**src/rtl/serial_subtractor_pkg.sv**
```systemverilog
// Shared types and constants for the bit-serial subtractor.
package serial_sub_pkg;

  localparam int DEFAULT_WIDTH = 8;

  typedef enum logic [1:0] {
    ST_IDLE = 2'd0,
    ST_RUN  = 2'd1,
    ST_DONE = 2'd2
  } state_e;

  // Bit-counter width; never narrower than one bit.
  function automatic int cnt_width(input int width);
    return (width <= 2) ? 1 : $clog2(width);
  endfunction

endpackage

```
**src/rtl/serial_subtractor_if.sv**
```systemverilog
// Start/done handshake and operand/result bundle for serial_subtractor.
// Optional outOvf signal exists only when SERIAL_SUB_OVERFLOW_EN is defined.
interface serial_subtractor_if #(
  parameter int WIDTH = serial_sub_pkg::DEFAULT_WIDTH
);
  logic             inStart;
  logic [WIDTH-1:0] inOp1;
  logic [WIDTH-1:0] inOp2;
  logic             inBi;
  logic             outBusy;
  logic             outDone;
  logic [WIDTH-1:0] outRes;
  logic             outBo;
`ifdef SERIAL_SUB_OVERFLOW_EN
  logic             outOvf;

  modport master (
    output inStart, inOp1, inOp2, inBi,
    input  outBusy, outDone, outRes, outBo, outOvf
  );

  modport slave (
    input  inStart, inOp1, inOp2, inBi,
    output outBusy, outDone, outRes, outBo, outOvf
  );
`else
  modport master (
    output inStart, inOp1, inOp2, inBi,
    input  outBusy, outDone, outRes, outBo
  );

  modport slave (
    input  inStart, inOp1, inOp2, inBi,
    output outBusy, outDone, outRes, outBo
  );
`endif
endinterface

```
**src/rtl/serial_subtractor_fullSubtractor.sv**
```systemverilog
// Single-bit full subtractor: d = a - b - bi, with borrow-out bo.
module fullSubtractor (
  input  logic a_i,
  input  logic b_i,
  input  logic bi_i,
  output logic d_o,
  output logic bo_o
);

  assign d_o  = a_i ^ b_i ^ bi_i;
  assign bo_o = (~a_i & b_i) | (~(a_i ^ b_i) & bi_i);

endmodule

```
**src/rtl/serial_subtractor.sv**
```systemverilog
// Bit-serial WIDTH-bit subtractor (LSB first) with start/done handshake.
// Define SERIAL_SUB_OVERFLOW_EN to add the signed-overflow output outOvf.
module serial_subtractor
  import serial_sub_pkg::*;
#(
  parameter int WIDTH = DEFAULT_WIDTH
) (
  input  logic          clk,
  input  logic          rst_n,
  serial_subtractor_if.slave bus
);

  localparam int CW = cnt_width(WIDTH);
  localparam logic [CW-1:0] CNT_LAST = CW'(WIDTH - 1);
  localparam logic [CW-1:0] CNT_ONE  = CW'(1);

  state_e           state_q, state_d;
  logic [WIDTH-1:0] a_q, a_d;
  logic [WIDTH-1:0] b_q, b_d;
  logic [WIDTH-1:0] r_q, r_d;
  logic             bor_q, bor_d;
  logic [CW-1:0]    cnt_q, cnt_d;
  logic [WIDTH-1:0] res_q, res_d;
  logic             bo_q, bo_d;
  logic             busy_q, busy_d;
  logic             done_q, done_d;
`ifdef SERIAL_SUB_OVERFLOW_EN
  logic             am_q, am_d;
  logic             bm_q, bm_d;
  logic             ovf_q, ovf_d;
`endif

  logic fs_d;
  logic fs_bo;

  // The one cell is reused every cycle on the current LSBs and the borrow FF.
  fullSubtractor u_fs (
    .a_i  (a_q[0]),
    .b_i  (b_q[0]),
    .bi_i (bor_q),
    .d_o  (fs_d),
    .bo_o (fs_bo)
  );

  always_comb begin
    state_d = state_q;
    a_d     = a_q;
    b_d     = b_q;
    r_d     = r_q;
    bor_d   = bor_q;
    cnt_d   = cnt_q;
    res_d   = res_q;
    bo_d    = bo_q;
    done_d  = 1'b0;
`ifdef SERIAL_SUB_OVERFLOW_EN
    am_d    = am_q;
    bm_d    = bm_q;
    ovf_d   = ovf_q;
`endif

    case (state_q)
      ST_IDLE: begin
        if (bus.inStart) begin
          a_d     = bus.inOp1;
          b_d     = bus.inOp2;
          bor_d   = bus.inBi;
          r_d     = '0;
          cnt_d   = '0;
          state_d = ST_RUN;
`ifdef SERIAL_SUB_OVERFLOW_EN
          am_d    = bus.inOp1[WIDTH-1];
          bm_d    = bus.inOp2[WIDTH-1];
`endif
        end
      end

      ST_RUN: begin
        a_d   = a_q >> 1;
        b_d   = b_q >> 1;
        r_d   = {fs_d, r_q[WIDTH-1:1]};
        bor_d = fs_bo;
        cnt_d = cnt_q + CNT_ONE;
        // Last bit: publish the fully shifted result together with the final borrow.
        if (cnt_q == CNT_LAST) begin
          res_d   = {fs_d, r_q[WIDTH-1:1]};
          bo_d    = fs_bo;
          done_d  = 1'b1;
          state_d = ST_DONE;
`ifdef SERIAL_SUB_OVERFLOW_EN
          ovf_d   = (am_q != bm_q) && (fs_d != am_q);
`endif
        end
      end

      ST_DONE: begin
        state_d = ST_IDLE;
      end

      default: begin
        state_d = ST_IDLE;
      end
    endcase

    busy_d = (state_d != ST_IDLE);
  end

  always_ff @(posedge clk or negedge rst_n) begin
    if (!rst_n) begin
      state_q <= ST_IDLE;
      a_q     <= '0;
      b_q     <= '0;
      r_q     <= '0;
      bor_q   <= 1'b0;
      cnt_q   <= '0;
      res_q   <= '0;
      bo_q    <= 1'b0;
      busy_q  <= 1'b0;
      done_q  <= 1'b0;
`ifdef SERIAL_SUB_OVERFLOW_EN
      am_q    <= 1'b0;
      bm_q    <= 1'b0;
      ovf_q   <= 1'b0;
`endif
    end else begin
      state_q <= state_d;
      a_q     <= a_d;
      b_q     <= b_d;
      r_q     <= r_d;
      bor_q   <= bor_d;
      cnt_q   <= cnt_d;
      res_q   <= res_d;
      bo_q    <= bo_d;
      busy_q  <= busy_d;
      done_q  <= done_d;
`ifdef SERIAL_SUB_OVERFLOW_EN
      am_q    <= am_d;
      bm_q    <= bm_d;
      ovf_q   <= ovf_d;
`endif
    end
  end

  assign bus.outBusy = busy_q;
  assign bus.outDone = done_q;
  assign bus.outRes  = res_q;
  assign bus.outBo   = bo_q;
`ifdef SERIAL_SUB_OVERFLOW_EN
  assign bus.outOvf  = ovf_q;
`endif

endmodule

```
**src/flat_wrapper.sv**
```systemverilog
// flat-port wrapper written by rule: the top's interface ports become plain ports
module serial_subtractor_flat import serial_sub_pkg::*;
#(
  parameter int WIDTH = DEFAULT_WIDTH
)
  (clk, rst_n, bus_inStart, bus_inOp1, bus_inOp2, bus_inBi, bus_outBusy, bus_outDone, bus_outRes, bus_outBo);
  serial_subtractor_if #(.WIDTH(WIDTH)) bus_i ();
  input  logic clk;
  input  logic rst_n;
  input wire logic [$bits(bus_i.inStart)-1:0] bus_inStart;
  input wire logic [$bits(bus_i.inOp1)-1:0] bus_inOp1;
  input wire logic [$bits(bus_i.inOp2)-1:0] bus_inOp2;
  input wire logic [$bits(bus_i.inBi)-1:0] bus_inBi;
  output wire logic [$bits(bus_i.outBusy)-1:0] bus_outBusy;
  output wire logic [$bits(bus_i.outDone)-1:0] bus_outDone;
  output wire logic [$bits(bus_i.outRes)-1:0] bus_outRes;
  output wire logic [$bits(bus_i.outBo)-1:0] bus_outBo;
  assign bus_i.inStart = bus_inStart;
  assign bus_i.inOp1 = bus_inOp1;
  assign bus_i.inOp2 = bus_inOp2;
  assign bus_i.inBi = bus_inBi;
  assign bus_outBusy = bus_i.outBusy;
  assign bus_outDone = bus_i.outDone;
  assign bus_outRes = bus_i.outRes;
  assign bus_outBo = bus_i.outBo;
  serial_subtractor #(.WIDTH(WIDTH)) u_core (.clk(clk), .rst_n(rst_n), .bus(bus_i));
endmodule
```
**config.mk**
```make
export PLATFORM = sky130hd
export DESIGN_NAME = serial_subtractor_flat
export DESIGN_NICKNAME = d
export VERILOG_FILES = /design/src/rtl/serial_subtractor_pkg.sv /design/src/rtl/serial_subtractor_if.sv /design/src/rtl/serial_subtractor_fullSubtractor.sv /design/src/rtl/serial_subtractor.sv /design/src/flat_wrapper.sv
export SDC_FILE = /design/constraint.sdc
export NUM_CORES = 1
export LEC_CHECK = 0
export CORE_ASPECT_RATIO = 0.7
export CORE_MARGIN = 5
export CORE_UTILIZATION = 45
export DETAILED_ROUTE_END_ITERATION = 8
export PLACE_DENSITY = 0.81
export SETUP_SLACK_MARGIN = 0.4
export SLEW_MARGIN = 5
export SYNTH_ARGS = -nofsm -noshare
export SYNTH_HDL_FRONTEND = slang
export SYNTH_HIERARCHICAL = 1
export SYNTH_SLANG_ARGS = --single-unit
```
**constraint.sdc**
```tcl
create_clock -name clk -period 1.5 [get_ports clk]
set_clock_uncertainty 0.05 [all_clocks]
set_input_delay 0.375 -clock clk [delete_from_list [all_inputs] [get_ports clk]]
set_output_delay 0.375 -clock clk [all_outputs]
set_load 0.005 [all_outputs]
```
==> impl_metrics.csv, run 1 <==
group,metric,value,unit
outcome,status,"completed",
cells_and_area,layout_common_cells,"dfrtp_1, buf_4, clkdlybuf4s50_1, nor2_1, o22ai_1",
logic_synthesis,synth_top_family_by_area,"compound AO/OA/AOI/OAI gates",
hold_path,hold_path.class,"reg -> reg",
clock_tree,cts_buffers,5,
logic_synthesis,syn-num-nets,166,
logic_synthesis,ys_seq_area_frac,0.574,
floorplan,fp.dieW,84.4,um
floorplan,die_h,62.1,um
place,placed_cell_area,2270,um^2
critical_path,reg2reg_from,"u_core/state_q[1]",
critical_path,cp-start-kind,"flip-flop",
cells_and_area,design_area,2750,um^2
hold_path,holdPathEnd,"u_core/bus.outRes[0]",
critical_path,cp.arrival,1.53,ns
critical_path,r2r_cells,5,
cells_and_area,finish.utilization,0.758,
place,place_ws,-0.285,ns
logic_synthesis,synth-compound-area-share,0.188,
floorplan,row_count,18,
place,hpwl,2.71,mm
drt,drc,0,
sta,relSlewSlack,0.777,
logic_synthesis,syn_inst,143,
global_routing,grt_start_max_net_pins,41,
drt,vias,1513,
critical_path,cpMostUsedCell,"buf_6",
clock_tree,htree_levels,2,
clock_tree,cts-root-buf,"clkbuf_8",
cells_and_area,layout_commonest_cell,"dfrtp_1",
cells_and_area,finalNonFillerCells,261,
power,finalPower,5.35,mW
power,irDropWorstVdd,1100,uV
place,gp_congestion,0.837,
logic_synthesis,ys_types,24,
run,drv_cap,0,
logic_synthesis,yosys_warnings,6,
global_routing,grtUsageTotal,0.194,
critical_path,max_stage_delay,0.43,ns
drt,wire_per_inst,18.8,um
critical_path,cp_slowest_cell,"dfrtp_1",
critical_path,cp.buffers_inverters,3,
drt,ant_nets,0,
critical_path,critical_path.cell_chain,"buf_6, buf_4, o21bai_4, buf_6, a22o_1",
drt,wirelength,4.92,mm
floorplan,initial_utilization,0.481,
place,place_inst,224,
critical_path,r2r-end,"u_core/r_q[5]",
sta,rsz0062_at_grt,"true",
sta,hold_slack,0.462,ns
sta,slew_viol_final,0,
sta,hold_violations,0,
logic_synthesis,syn_area,1740,um^2
clock_tree,clock_path_buffers,2,
sta,clock.fmax,716,MHz
critical_path,crit_fanout,7,
clock_tree,cts.sinks,40,
clock_tree,path_clk_slew,0.07,ns
logic_synthesis,synth.avg_cell_area,12.2,um^2
floorplan,core,3630,um^2
drt,drt-initial-drc-count,128,
logic_synthesis,synth_fa_ha_area_frac,0.0258,
sta,setup_tns,0,ns
hold_path,hp-start,"u_core/bus.outRes[0]",
cells_and_area,fin_nets,234,
cells_and_area,final_layout_size_suffix_gt1_frac,0.483,
sta,worst_slack,0.103,ns
sta,tightest_slew,0.335,ns
place,io_buffer_count,30,
critical_path,worstSetupPathType,"reg -> reg",
global_routing,antenna_found_initial,0,
clock_tree,clk_latency,0.29,ns
logic_synthesis,yosys.area_share.simple,0.0790,
clock_tree,cts_tree,"done",
critical_path,cp_data_required_time,1.63,ns
logic_synthesis,synth_mux_area_frac,0.0833,
power,power_leakage,1.25,nW
global_routing,grt_pass1_vias,1507,
hold_path,whs_path_depth,1,
sta,setup_viol,0,
sta,finalCritPeriodShare,0.931,
critical_path,endpoint_kind,"flip-flop",
logic_synthesis,synth_xor_area_frac,0,
cells_and_area,diodes,0,
drt,viasPerCell,5.80,
power,power.density,1950,nW/um^2
cells_and_area,syn2layout_area_growth,57.6,%
floorplan,io_pins,31,
critical_path,path_delay_family,"buffers and inverters",
global_routing,grt_first_pass_wirelength,7.62,mm
logic_synthesis,synth_seq_cells,40,
critical_path,rrSetupSlack,0.10,ns
floorplan,die_area,5240,um^2
drt,drt_pass1_iterations,4,
sta,period_minus_slack,1.40,ns
global_routing,gr-total-overflow,0,
==> worst max path at each step <==
stage	slack, ns	cells past startpoint	endpoint	start
after CTS	0.13	2	u_core/bus.outRes[7]	u_core/a_q[0]
after floorplan	0.17	5	u_core/bus.outRes[0]	u_core/cnt_q[0]
final	0.10	5	u_core/r_q[5]	u_core/state_q[1]
after detailed placement	-0.29	5	u_core/a_q[5]	bus_inStart
after global routing	0.07	5	u_core/r_q[5]	u_core/state_q[1]
after global placement	-0.15	5	u_core/a_q[6]	bus_inStart
==> layer usage <==
metal | GRT usage | up-vias | wire, um
li1 | - | 672 | -
met1 | 0.227 | 757 | 1980
met2 | 0.334 | 64 | 2410
met3 | 0.0567 | 20 | 360
met4 | 0.106 | 0 | 161
met5 | 0 | - | 0
==> registers in the layout, indices dropped and copies added (netlist names) <==
name and flops:
u_core/bus.outDone 1, u_core/bus.outBo 1, u_core/bus.outBusy 1, u_core/bor_q 1
u_core/a_q 8, u_core/b_q 8, u_core/r_q 7, u_core/state_q 2
u_core/bus.outRes 8, u_core/cnt_q 3
==> cell type report <==
type	instances	area, um^2
inverters	8	32.5
repair buffers	69	627
flip-flops and latches	40	1000
multi-input cells	87	946
clock inverters	1	5.00
clock buffers	6	72.6
well taps	50	62.6
fillers	202	878
==> synth_stat cells (all sizes together) <==
library cell / count / share of area
inv: 8 / 0.017
o21ai: 5 / 0.014
mux2: 9 / 0.078
nand2: 4 / 0.018
clkbuf: 4 / 0.0086
a22o: 9 / 0.045
fa: 1 / 0.011
nand2b: 2 / 0.0072
nor2: 16 / 0.034
mux2i: 1 / 0.0057
buf: 6 / 0.024
o32ai: 14 / 0.070
ha: 2 / 0.014
dfrtp: 40 / 0.57
nor3: 3 / 0.0086
or2: 1 / 0.0036
o22ai: 15 / 0.054
nor2b: 2 / 0.0072
o21bai: 1 / 0.0043
==> kinds of logic after synthesis <==
kind of cell	Yosys count
adders and majority gates	3
and+or+nand+nor	28
DFF	40
muxes	10
buffers and inverters	18
AOI/OAI and AO/OA	44
==> worst reg2reg max path: stages, from the launching register on <==
cell,delay (ns)
dfrtp_1,0.43
buf_6,0.16
buf_4,0.13
o21bai_4,0.18
buf_6,0.14
a22o_1,0.19
==> where the power goes <==
group	switching, mW	internal (mW)
clock	0.350	0.316
sequential	0.418	1.56
combinational	1.18	1.52
==> what timing repair did <==
| item | CTS | global route |
|---|---|---|
| hold buffers | 1 | 0 |
| gates resized for setup | 76 | 15 |
| buffers inserted | 17 | 7 |
| pin swaps | 9 | 15 |
| hold endpoints to repair | 40 | 0 |
| endpoints found under the setup margin | 51 | 51 |
| cloned | 3 | 2 |
No activity file was read; power rests on OpenSTA's default activity.
==> inputs of run 2 (changes only) <==
--- a/config.mk
+++ b/config.mk
@@ -5,10 +5,12 @@
 export SDC_FILE = /design/constraint.sdc
 export NUM_CORES = 1
 export LEC_CHECK = 0
+export ABC_CLOCK_PERIOD_IN_PS = 1500
 export CORE_ASPECT_RATIO = 0.7
 export CORE_MARGIN = 5
 export CORE_UTILIZATION = 45
 export DETAILED_ROUTE_END_ITERATION = 8
+export MAX_ROUTING_LAYER = met4
 export PLACE_DENSITY = 0.81
 export SETUP_SLACK_MARGIN = 0.4
 export SLEW_MARGIN = 5
==> run 2 against run 1 <==
  * Fmax is 0.18% lower
  * Final cell count unchanged
  * Clock power hardly changed
  * Largest cell class unchanged
  * Sequential power about the same
  * Flip-flop and latch count did not move
  * Critical endpoint unchanged
  * Total power is essentially flat
  * Design area did not move
  * Die area unchanged
  * Combinational power hardly changed
  * Non-clock buffer count did not move
  * Global-route usage up 0.71 points
==> impl_metrics.csv, run 2 (same netlist as run 1, synthesis figures left out) <==
group,metric,value,unit
hold_path,hold_path.class,"reg -> reg",
place,hpwl,2.71,mm
sta,setup_viol,0,
floorplan,die_area,5240,um^2
floorplan,initial_utilization,0.481,
floorplan,die_h,62.1,um
global_routing,gr-total-overflow,0,
sta,finalCritPeriodShare,0.933,
place,gp_congestion,0.850,
hold_path,hp-start,"u_core/bus.outRes[0]",
clock_tree,path_clk_slew,0.07,ns
cells_and_area,layout_commonest_cell,"dfrtp_1",
power,irDropWorstVdd,1100,uV
sta,tightest_slew,0.335,ns
clock_tree,cts-root-buf,"clkbuf_8",
critical_path,r2r_cells,5,
drt,drc,0,
clock_tree,cts_buffers,5,
power,power.density,1950,nW/um^2
clock_tree,cts.sinks,40,
sta,hold_violations,0,
sta,clock.fmax,715,MHz
drt,wirelength,4.93,mm
critical_path,cp_data_required_time,1.63,ns
cells_and_area,finalNonFillerCells,261,
global_routing,grt_first_pass_wirelength,7.60,mm
critical_path,endpoint_kind,"flip-flop",
drt,vias,1501,
cells_and_area,seq_area,1000,um^2
floorplan,row_count,18,
hold_path,whs_path_depth,1,
clock_tree,clk_latency,0.29,ns
hold_path,holdPathEnd,"u_core/bus.outRes[0]",
global_routing,grtUsageTotal,0.201,
floorplan,fp.dieW,84.4,um
drt,ant_nets,0,
cells_and_area,n_fill_cell,202,
sta,worst_slack,0.101,ns
critical_path,cp-start-kind,"flip-flop",
drt,drt-initial-drc-count,116,
sta,period_minus_slack,1.40,ns
critical_path,reg2reg_from,"u_core/state_q[1]",
sta,rsz0062_at_grt,"true",
cells_and_area,final_layout_size_suffix_gt1_frac,0.483,
critical_path,crit_fanout,7,
floorplan,core,3630,um^2
cells_and_area,fin_nets,234,
drt,viasPerCell,5.75,
floorplan,io_pins,31,
power,finalPower,5.36,mW
place,io_buffer_count,30,
clock_tree,clock_path_buffers,2,
cells_and_area,syn2layout_area_growth,57.6,%
global_routing,grt_pass1_vias,1499,
critical_path,worstSetupPathType,"reg -> reg",
place,place_ws,-0.285,ns
sta,slew_viol_final,0,
cells_and_area,multi_input_area,946,um^2
drt,drt_pass1_iterations,4,
critical_path,cp.arrival,1.53,ns
clock_tree,htree_levels,2,
clock_tree,cts_tree,"done",
global_routing,antenna_found_initial,0,
sta,relSlewSlack,0.777,
cells_and_area,diodes,0,
cells_and_area,layout_common_cells,"dfrtp_1, buf_4, clkdlybuf4s50_1, nor2_1, o22ai_1",
critical_path,rrSetupSlack,0.10,ns
drt,wire_per_inst,18.9,um
outcome,status,"completed",
place,place_inst,224,
run,drv_cap,0,
global_routing,grt_start_max_net_pins,41,
power,power_leakage,1.25,nW
critical_path,r2r-end,"u_core/r_q[5]",
run 2: cell counts in the layout (fill, tap and decap cells not counted):
Identical to the previous run, type by type.
run 2: layer usage:
metal	wire, um	GRT usage	vias up
met5	0	-	-
met4	149	0.0790	0
met3	366	0.0764	16
met2	2440	0.334	62
met1	1980	0.226	750
li1	-	-	673
run 2: where the power goes:
part	internal [mW]	total (mW)	switching (mW)	leakage, nW
Sequential	1.56	1.98	0.418	0.490
Clock	0.316	0.667	0.351	0.0410
Combinational	1.52	2.71	1.19	0.714
run 2: repair_timing:
item | CTS | global route
cloned | 3 | 2
hold buffers | 1 | 0
resized for setup | 76 | 15
pin swaps | 9 | 15
buffers inserted | 17 | 7
endpoints found under the setup margin | 51 | 51
endpoints found under the hold margin | 40 | 0
run 2: through the flow:
step | cell area [um^2] | utilization | hold WS, ns | setup TNS (ns)
final | 2750 | 0.758 | 0.462 | 0
after global routing | 2750 | 0.758 | 0.486 | 0
after CTS | 2570 | 0.710 | 0.465 | 0
after detailed placement | 2270 | 0.626 | 0.308 | -3.69
after global placement | 2270 | 0.626 | 0.305 | -2.47
after floorplan | 1880 | - | 0.0294 | 0
run 2: worst max path at each step:
stage | startpoint | to | cells after the start
6_report | u_core/state_q[1] | u_core/r_q[5] | 5
5_1_grt | u_core/state_q[1] | u_core/r_q[5] | 5
4_1_cts | u_core/a_q[0] | u_core/bus.outRes[7] | 2
3_5_place_dp | bus_inStart | u_core/a_q[5] | 5
3_3_place_gp | bus_inStart | u_core/a_q[6] | 5
2_1_floorplan | u_core/cnt_q[0] | u_core/bus.outRes[0] | 5
run 2: layout make-up:
class / count / area share
flip-flops and latches: 40 / 0.365
multi-input cells: 87 / 0.344
repair buffers: 69 / 0.228
clock buffers: 6 / 0.0264
well taps: 50 / 0.0228
inverters: 8 / 0.0118
clock inverters: 1 / 0.00182
run 2: worst max-delay path, stage by stage, from the launching register on:
cell and delay (ns):
dfrtp_1 0.43, buf_6 0.16, buf_4 0.13, o21bai_4 0.18
buf_6 0.14, a22o_1 0.19
